<file path="src/rtl/press_pkg.sv">
// Shared types and default timing constants for the button press classifier.
package press_pkg;

  typedef enum logic [1:0] {
    IDLE  = 2'd0,
    HELD1 = 2'd1,
    WAIT2 = 2'd2,
    LOCK  = 2'd3
  } press_state_t;

  localparam int unsigned PRESS_WINDOW_DEF = 25_000_000;
  localparam int unsigned PRESS_LONG_DEF   = 100_000_000;
  localparam int unsigned PRESS_CNT_W_DEF  = 27;

endpackage

</file>
<file path="src/rtl/press_classifier.sv">
// Classifies a button gesture as single, double or long press and emits one
// registered one-cycle pulse per gesture.
module press_classifier
  import press_pkg::*;
#(
  parameter int unsigned WINDOW_CYCLES = PRESS_WINDOW_DEF,
  parameter int unsigned LONG_CYCLES   = PRESS_LONG_DEF,
  parameter int unsigned CNT_W         = PRESS_CNT_W_DEF
) (
  input  logic clk,
  input  logic rst_n,
  input  logic press_pulse,
  input  logic btn_level,
  output logic single_o,
  output logic double_o,
  output logic long_o,
  output logic busy_o
);

  localparam logic [CNT_W-1:0] WIN_LAST  = CNT_W'(WINDOW_CYCLES - 1);
  localparam logic [CNT_W-1:0] LONG_LAST = CNT_W'(LONG_CYCLES - 1);

  press_state_t     state_q, state_d;
  logic [CNT_W-1:0] cnt_q, cnt_d;
  logic             single_d, double_d, long_d, busy_d;

  // State, counter and registered event outputs.
  always_ff @(posedge clk or negedge rst_n) begin
    if (!rst_n) begin
      state_q  <= IDLE;
      cnt_q    <= '0;
      single_o <= 1'b0;
      double_o <= 1'b0;
      long_o   <= 1'b0;
      busy_o   <= 1'b0;
    end else begin
      state_q  <= state_d;
      cnt_q    <= cnt_d;
      single_o <= single_d;
      double_o <= double_d;
      long_o   <= long_d;
      busy_o   <= busy_d;
    end
  end

  // Next state; terminal compares stop the counter, so it never wraps.
  always_comb begin
    state_d  = state_q;
    cnt_d    = cnt_q;
    single_d = 1'b0;
    double_d = 1'b0;
    long_d   = 1'b0;

    case (state_q)
      IDLE: begin
        if (press_pulse) state_d = HELD1;
      end
      HELD1: begin
        // Release wins over the long-press terminal count.
        if (!btn_level) begin
          state_d = WAIT2;
        end else if (cnt_q == LONG_LAST) begin
          long_d  = 1'b1;
          state_d = LOCK;
        end else begin
          cnt_d = cnt_q + CNT_W'(1);
        end
      end
      WAIT2: begin
        // A press in the timeout cycle still counts as a double.
        if (press_pulse) begin
          double_d = 1'b1;
          state_d  = LOCK;
        end else if (cnt_q == WIN_LAST) begin
          single_d = 1'b1;
          state_d  = IDLE;
        end else begin
          cnt_d = cnt_q + CNT_W'(1);
        end
      end
      LOCK: begin
        if (!btn_level) state_d = IDLE;
      end
      default: state_d = IDLE;
    endcase

    if (state_d != state_q) cnt_d = '0;
    busy_d = (state_d != IDLE);
  end

endmodule

</file>
<file path="config.mk">
export PLATFORM = sky130hd
export DESIGN_NAME = press_classifier
export DESIGN_NICKNAME = d
export VERILOG_FILES = /design/src/rtl/press_pkg.sv /design/src/rtl/press_classifier.sv
export SDC_FILE = /design/constraint.sdc
export NUM_CORES = 1
export LEC_CHECK = 0
export CORE_UTILIZATION = 60
export DETAILED_ROUTE_END_ITERATION = 10
export PLACE_DENSITY = 0.75
export SLEW_MARGIN = 20
export SYNTH_ARGS = -nofsm -noshare
export SYNTH_HDL_FRONTEND = slang
export SYNTH_SLANG_ARGS = --single-unit
</file>
<file path="constraint.sdc">
create_clock -name clk -period 4.75 [get_ports clk]
set_input_delay 1.1875 -clock clk [delete_from_list [all_inputs] [get_ports clk]]
set_output_delay 1.1875 -clock clk [all_outputs]
set_load 0.05 [all_outputs]
</file>
==> results of run 1 <==
placed cells by master, fill, tap and decap left out, types with 4 or more instances in the layout:
| master | count |
|---|---|
| nand4_1 | 12 |
| nor3_1 | 8 |
| clkdlybuf4s50_1 | 7 |
| nand3_1 | 20 |
| and3_1 | 5 |
| xnor2_1 | 8 |
| nand2_1 | 10 |
| nor2_1 | 12 |
| dfrtp_1 | 33 |
| xor2_1 | 13 |
| clkbuf_4 | 5 |
| nand2b_1 | 4 |
| nor2_2 | 20 |
sequential cells by signal, summed over array words and instances, names as in the netlist:
name,count
busy_o,1
cnt_q,27
double_o,1
long_o,1
single_o,1
state_q,2
power by group through the flow:
| stage | registers [W] | logic [W] | clock network [W] |
|---|---|---|---|
| floorplan | 0.000325 | 0.0000895 | 0 |
| global placement | 0.000324 | 0.000108 | 0 |
| detailed placement | 0.000326 | 0.000112 | 0 |
| CTS | 0.000320 | 0.000113 | 0.000157 |
| global route | 0.000323 | 0.000127 | 0.000170 |
| finish | 0.000321 | 0.000114 | 0.000153 |
through the flow:
stage / hold WS (ns) / instances
floorplan: 0.498 / 198
global placement: 0.524 / 243
detailed placement: 0.558 / 243
CTS: 0.569 / 250
global route: 0.623 / 250
finish: 0.572 / 250
area by class of cell:
type | instances | area share
clock buffers | 7 | 0.0263
repair buffers | 8 | 0.0371
multi-input cells | 155 | 0.510
inverters | 3 | 0.00539
well taps | 44 | 0.0263
flip-flops and latches | 33 | 0.395
cell families (layout without fill, tap and decap cells):
logic type / after synthesis / count (layout) / share of synthesized area
xor+xnor: 21 / 21 / 0.0935
fa+ha+maj: 1 / 1 / 0.00636
flops: 33 / 33 / 0.420
simple gates: 117 / 117 / 0.373
buf+inv: 10 / 18 / 0.0394
compound gates: 14 / 14 / 0.0579
mux: 2 / 2 / 0.0102
critical path, stage by stage:
cell and delay, ns:
clkdlybuf4s50_1 0.60, nor3_1 0.16, nor3_1 0.74, nand3_1 0.19, xor2_1 0.23, nor2_2 0.05
final timing paths:
kind                              from   endpoint  slack, ns  depth (start not counted)
setup / recovery           press_pulse   cnt_q[9]       1.79                          6
hold / removal                cnt_q[2]   cnt_q[2]       0.57                          1
setup reg to reg              cnt_q[9]  cnt_q[23]       2.29                          5
hold reg to reg               cnt_q[2]   cnt_q[2]       0.57                          1
max in group asynchronous        rst_n  cnt_q[26]       3.18                          2
min in group asynchronous        rst_n  cnt_q[12]       1.27                          2
metal layers:
| layer | wire (µm) | track usage |
|---|---|---|
| met3 | 209 | 0.0655 |
| met4 | 63 | 0.109 |
| met5 | 0 | 0 |
| met2 | 1910 | 0.422 |
| met1 | 1710 | 0.317 |
==> results.tsv, run 1 <==
stage	metric	value	unit
synth	Main synth FF type	dfrtp_1	
timing	clock skew	0.00959	ns
synth	synth cell count leaders	33 x dfrtp_1, 20 x nand3_1, 20 x nor2_2, 13 x xor2_1	
synth	largest cells by area after synthesis	dfrtp_1 42%, nor2_2 6.4%, xor2_1 5.8%, nand3_1 5.1%, nand4_1 3.8%	
finish	fillcell total	247	
clock_network	TritonCTS buffer count	5	
synth	syn nets	203	
synth	Synth top area share	0.420	
power_and_ir_drop	Clk pwr share	0.260	
timing	Tmin final	2.96	ns
critical_path	crit path DAT	3.16	ns
place	dpl hpwl	2910	µm
detailed_routing	drt pass-1 iters	4	
synth	Yosys reg bits	33	
timing	Max Slew Vio Count	0	
timing	Final Setup Violations	0	
power_and_ir_drop	Comb pwr share	0.194	
timing	Slew @ Worst Pin	0.860	ns
synth	number of flops mapped to enable cells by yosys	0	
die	num ports	8	
timing	slew margin rel.	0.421	
synth	cell area after synthesis	0.00197	mm²
die	Placeable Area	0.00308	mm²
timing	fin crit share	0.624	
global_route	largest net degree at the start of global routing	34	
clock_network	clk_lat worst skew	0.32	ns
place	Post-Place Setup Slack	1.50	ns
detailed_routing	drt initial violations	74	
power_and_ir_drop	VDD IR-drop max	0.175	mV
synth	most frequent cell after synthesis	dfrtp_1	
clock_network	clk root buf	clkbuf_4	
finish	nets@finish	211	
clock_network	CTS sink cnt	33	
timing	Peak Freq	0.338	GHz
detailed_routing	antenna-violating nets left	0	
detailed_routing	DR WL/cell	15.6	µm
place	GPL Wtd Cong	0.861	
die	Initial Util	0.639	
synth	Syn. warnings	0	
die	die span in x	59.3	µm
critical_path	Setup Crit Path Kind	in2reg	
detailed_routing	DRC	0	
detailed_routing	Routed WL	3890	µm
critical_path	CP Max Fanout	7	
synth	Async S/R FF share, synth	1.00	
global_route	first-pass GRT wire length	6630	µm
finish	Final Instance Area	0.00209	mm²
place	Area after DPL	0.00203	mm²
timing	RSZ-0062 raised after global routing	no	
finish	Core Util, Final	0.679	
clock_network	clk slew on worst S/H paths	0.09	ns
detailed_routing	routed vias/inst	6.14	
clock_network	CTS tree	yes	
power_and_ir_drop	pwr dens	281	mW/mm²
worst_hold_path	worst hold path type	reg2reg	
synth	Synth cell types	47	
global_route	vias in the first global route	1498	
critical_path	Critical Path RT	4.95	ns
clock_network	Post-CTS Resized	0	
power_and_ir_drop	Internal Power	0.000405	W
timing	Final WS setup	1.79	ns
detailed_routing	DR vias	1536	
finish	area grow syn2layout	6.17	%
place	port bufs	7	
finish	area occupied by multi-input gates	0.00106	mm²
clock_network	hold_buf cts	0	
die	row cnt	20	
power_and_ir_drop	Net Sw Frac	0.310	
global_route	residual overflow from global routing	0	
synth	Synth area leader	dfrtp_1	
power_and_ir_drop	leakage power	0.826	nW
die	die area	0.00351	mm²
clock_network	Post-CTS Setup Bufs	0	
clock_network	H-tree levels	2	
finish	Sequential Area	826	µm²
global_route	initial antenna violation count	0	
die	Die H	59.3	µm
finish	ANT cells	0	
clock_network	CTS max path bufs	2	
power_and_ir_drop	total power	0.000587	W
power_and_ir_drop	Sequential Power Share	0.546	
power_and_ir_drop	Psw	0.000182	W
finish	layout cells sized above 1	0.189	
job	MaxCap Viol Count	0	
timing	Sum Neg Setup Slack	0	ns
synth	synthesized instance count	198	
critical_path	Critical Path End Type	register	
synth	sequential cell area fraction in the yosys report	0.420	
critical_path	crit start category	input port	
timing	final hold vios	0	
global_route	all-layer global routing usage	0.256	
synth	Mean Syn Cell Area	9.94	µm²
run_status	outcome	complete, no violations	
No activity file was read; power rests on OpenSTA's default activity.
==> run 2: changes to the inputs <==
CORE_UTILIZATION = 54   (was 60)
PLACE_DENSITY = 0.71   (was 0.75)
clock period = 2.7 ns   (was 4.75 ns; I/O delays follow)
==> results.tsv, run 2 (synthesized netlist as in run 1, its figures left out) <==
stage	metric	value	unit	change
clock_network	hold_buf cts	0		unchanged
global_route	initial antenna violation count	0		unchanged
worst_hold_path	worst hold path type	reg2reg		
power_and_ir_drop	Clk pwr share	0.290		+0.030
detailed_routing	DR WL/cell	15.0	µm	-3.2%
finish	area occupied by multi-input gates	0.00106	mm²	unchanged
global_route	first-pass GRT wire length	6700	µm	+1.0%
run_status	outcome	complete, no violations		
clock_network	CTS tree	yes		
critical_path	flop-to-flop setup slack	0.37	ns	-1.92 ns
clock_network	TritonCTS buffer count	5		unchanged
timing	WHS	0.562	ns	-0.0101 ns
clock_network	Post-CTS Resized	0		unchanged
power_and_ir_drop	VDD IR-drop max	0.304	mV	+74%
critical_path	Setup Crit Path Kind	reg2reg		
power_and_ir_drop	Psw	0.000331	W	+82%
clock_network	CTS max path bufs	2		unchanged
critical_path	CP Max Fanout	8		+1
place	GPL Wtd Cong	0.863		+0.29%
place	port bufs	7		unchanged
critical_path	reg2reg start	cnt_q[0]		
timing	clock skew	0.00689	ns	-0.00270 ns
finish	area grow syn2layout	8.58	%	
timing	Max Slew Vio Count	0		unchanged
detailed_routing	drt initial violations	85		+15%
critical_path	Crit. Startpoint	cnt_q[0]		
detailed_routing	routed vias/inst	5.93		-3.4%
timing	Sum Neg Setup Slack	0	ns	unchanged
critical_path	CP endpoint	cnt_q[12]		
clock_network	Post-CTS Setup Bufs	0		unchanged
clock_network	clk_lat worst skew	0.34	ns	+0.02 ns
critical_path	Critical Path RT	2.92	ns	-2.03 ns
global_route	all-layer global routing usage	0.223		-0.0333
detailed_routing	antenna-violating nets left	0		unchanged
critical_path	crit path DAT	2.55	ns	-0.61 ns
timing	Final WS setup	0.367	ns	-1.42 ns
timing	fin crit share	0.864		
timing	RSZ-0062 raised after global routing	no		
timing	Final Setup Violations	0		unchanged
detailed_routing	DR vias	1525		-0.72%
critical_path	R2R cell count	6		+1
finish	nets@finish	215		+1.9%
finish	number of flip-flops in the largest register	27		unchanged
power_and_ir_drop	Net Sw Frac	0.308		-0.00209
critical_path	Critical Path End Type	register		
global_route	largest net degree at the start of global routing	34		unchanged
timing	Slew @ Worst Pin	0.883	ns	+0.0229 ns
power_and_ir_drop	Comb pwr share	0.187		-0.007
finish	Most flops, register	cnt_q		
place	number of placed instances with taps included	249		+2.5%
detailed_routing	drt pass-1 iters	4		unchanged
clock_network	CTS sink cnt	33		unchanged
critical_path	crit start category	register		
power_and_ir_drop	Internal Power	0.000745	W	+84%
clock_network	clk root buf	clkbuf_4		
finish	Final Non-Filler Cells	257		+2.8%
die	row cnt	21		+5.0%
power_and_ir_drop	leakage power	0.854	nW	+3.5%
die	num ports	8		unchanged
place	Post-Place Setup Slack	0.0278	ns	-1.47 ns
die	Die H	62.4	µm	+5.2%
timing	final hold vios	0		unchanged
finish	leading cell type in the layout, fill and taps excluded	dfrtp_1		
detailed_routing	Routed WL	3870	µm	-0.54%
finish	fillcell total	271		+9.7%
global_route	residual overflow from global routing	0		unchanged
timing	Tmin final	2.33	ns	
detailed_routing	DRC	0		unchanged
timing	Peak Freq	0.429	GHz	
power_and_ir_drop	Sequential Power Share	0.523		-0.023
global_route	vias in the first global route	1396		-6.8%
die	Placeable Area	0.00342	mm²	+11%
finish	Largest regs	cnt_q (27), state_q (2)		
critical_path	R2R Path End	cnt_q[12]		
clock_network	clk slew on worst S/H paths	0.10	ns	about the same
finish	Sequential Area	826	µm²	unchanged
finish	Final Instance Area	0.00214	mm²	+2.3%
die	die span in x	62.4	µm	+5.2%
place	dpl hpwl	2840	µm	-2.4%
timing	slew margin rel.	0.406		-0.0154
finish	ANT cells	0		unchanged
die	die area	0.00389	mm²	+11%
finish	layout cells sized above 1	0.213		+0.0239
job	MaxCap Viol Count	0		unchanged
clock_network	H-tree levels	2		unchanged
die	Initial Util	0.576		-0.0632
finish	most frequent cells in the layout	33 x dfrtp_1, 20 x nand3_1, 20 x nor2_2		
power_and_ir_drop	pwr dens	504	mW/mm²	+79%
place	Area after DPL	0.00207	mm²	+1.6%
[run 2: worst min-delay path by stage]
| stage | from | to | depth (start not counted) |
|---|---|---|---|
| after global routing | cnt_q[10] | cnt_q[10] | 2 |
| after CTS | cnt_q[2] | cnt_q[2] | 1 |
| after floorplan | rst_n | busy_o | 0 |
| final | cnt_q[2] | cnt_q[2] | 1 |
| after detailed placement | cnt_q[10] | cnt_q[10] | 2 |
| after global placement | cnt_q[2] | cnt_q[2] | 1 |
[run 2: worst max-delay path, cell delays in order (launching register included)]
cell and delay (ns):
dfrtp_1 0.42, ha_1 0.22, nand3_1 0.28, nor4_1 0.85, nand3_1 0.19, xor2_1 0.20, nor2_2 0.04
[run 2: area by class of cell]
type,count,area share
clock buffers,7,0.0304
clock inverters,1,0.00234
inverters,3,0.00527
multi-input cells,155,0.498
flip-flops and latches,33,0.386
well taps,46,0.0269
repair buffers,12,0.0504
[run 2: per-stage QoR]
| step | utilization | power (W) |
|---|---|---|
| 3_3_place_gp | 0.605 | 0.000767 |
| 5_1_grt | 0.626 | 0.00114 |
| 4_1_cts | 0.626 | 0.00109 |
| 2_1_floorplan | - | 0.000729 |
| 3_5_place_dp | 0.605 | 0.000773 |
| 6_report | 0.626 | 0.00108 |
[run 2: power groups by stage]
stage / logic [W] / registers, W / clock network [W]
3_3_place_gp: 0.000197 / 0.000571 / 0
5_1_grt: 0.000226 / 0.000571 / 0.000343
3_5_place_dp: 0.000201 / 0.000572 / 0
2_1_floorplan: 0.000157 / 0.000571 / 0
4_1_cts: 0.000202 / 0.000562 / 0.000323
6_report: 0.000201 / 0.000563 / 0.000312
[run 2: metal layers]
| metal | share of wire | global-route usage | vias to the layer above |
|---|---|---|---|
| met1 | 0.46 | 0.322 | 729 |
| met5 | 0 | 0 | - |
| met4 | 0.017 | 0.0959 | 0 |
| met2 | 0.47 | 0.330 | 48 |
| li1 | - | - | 740 |
| met3 | 0.054 | 0.0383 | 8 |
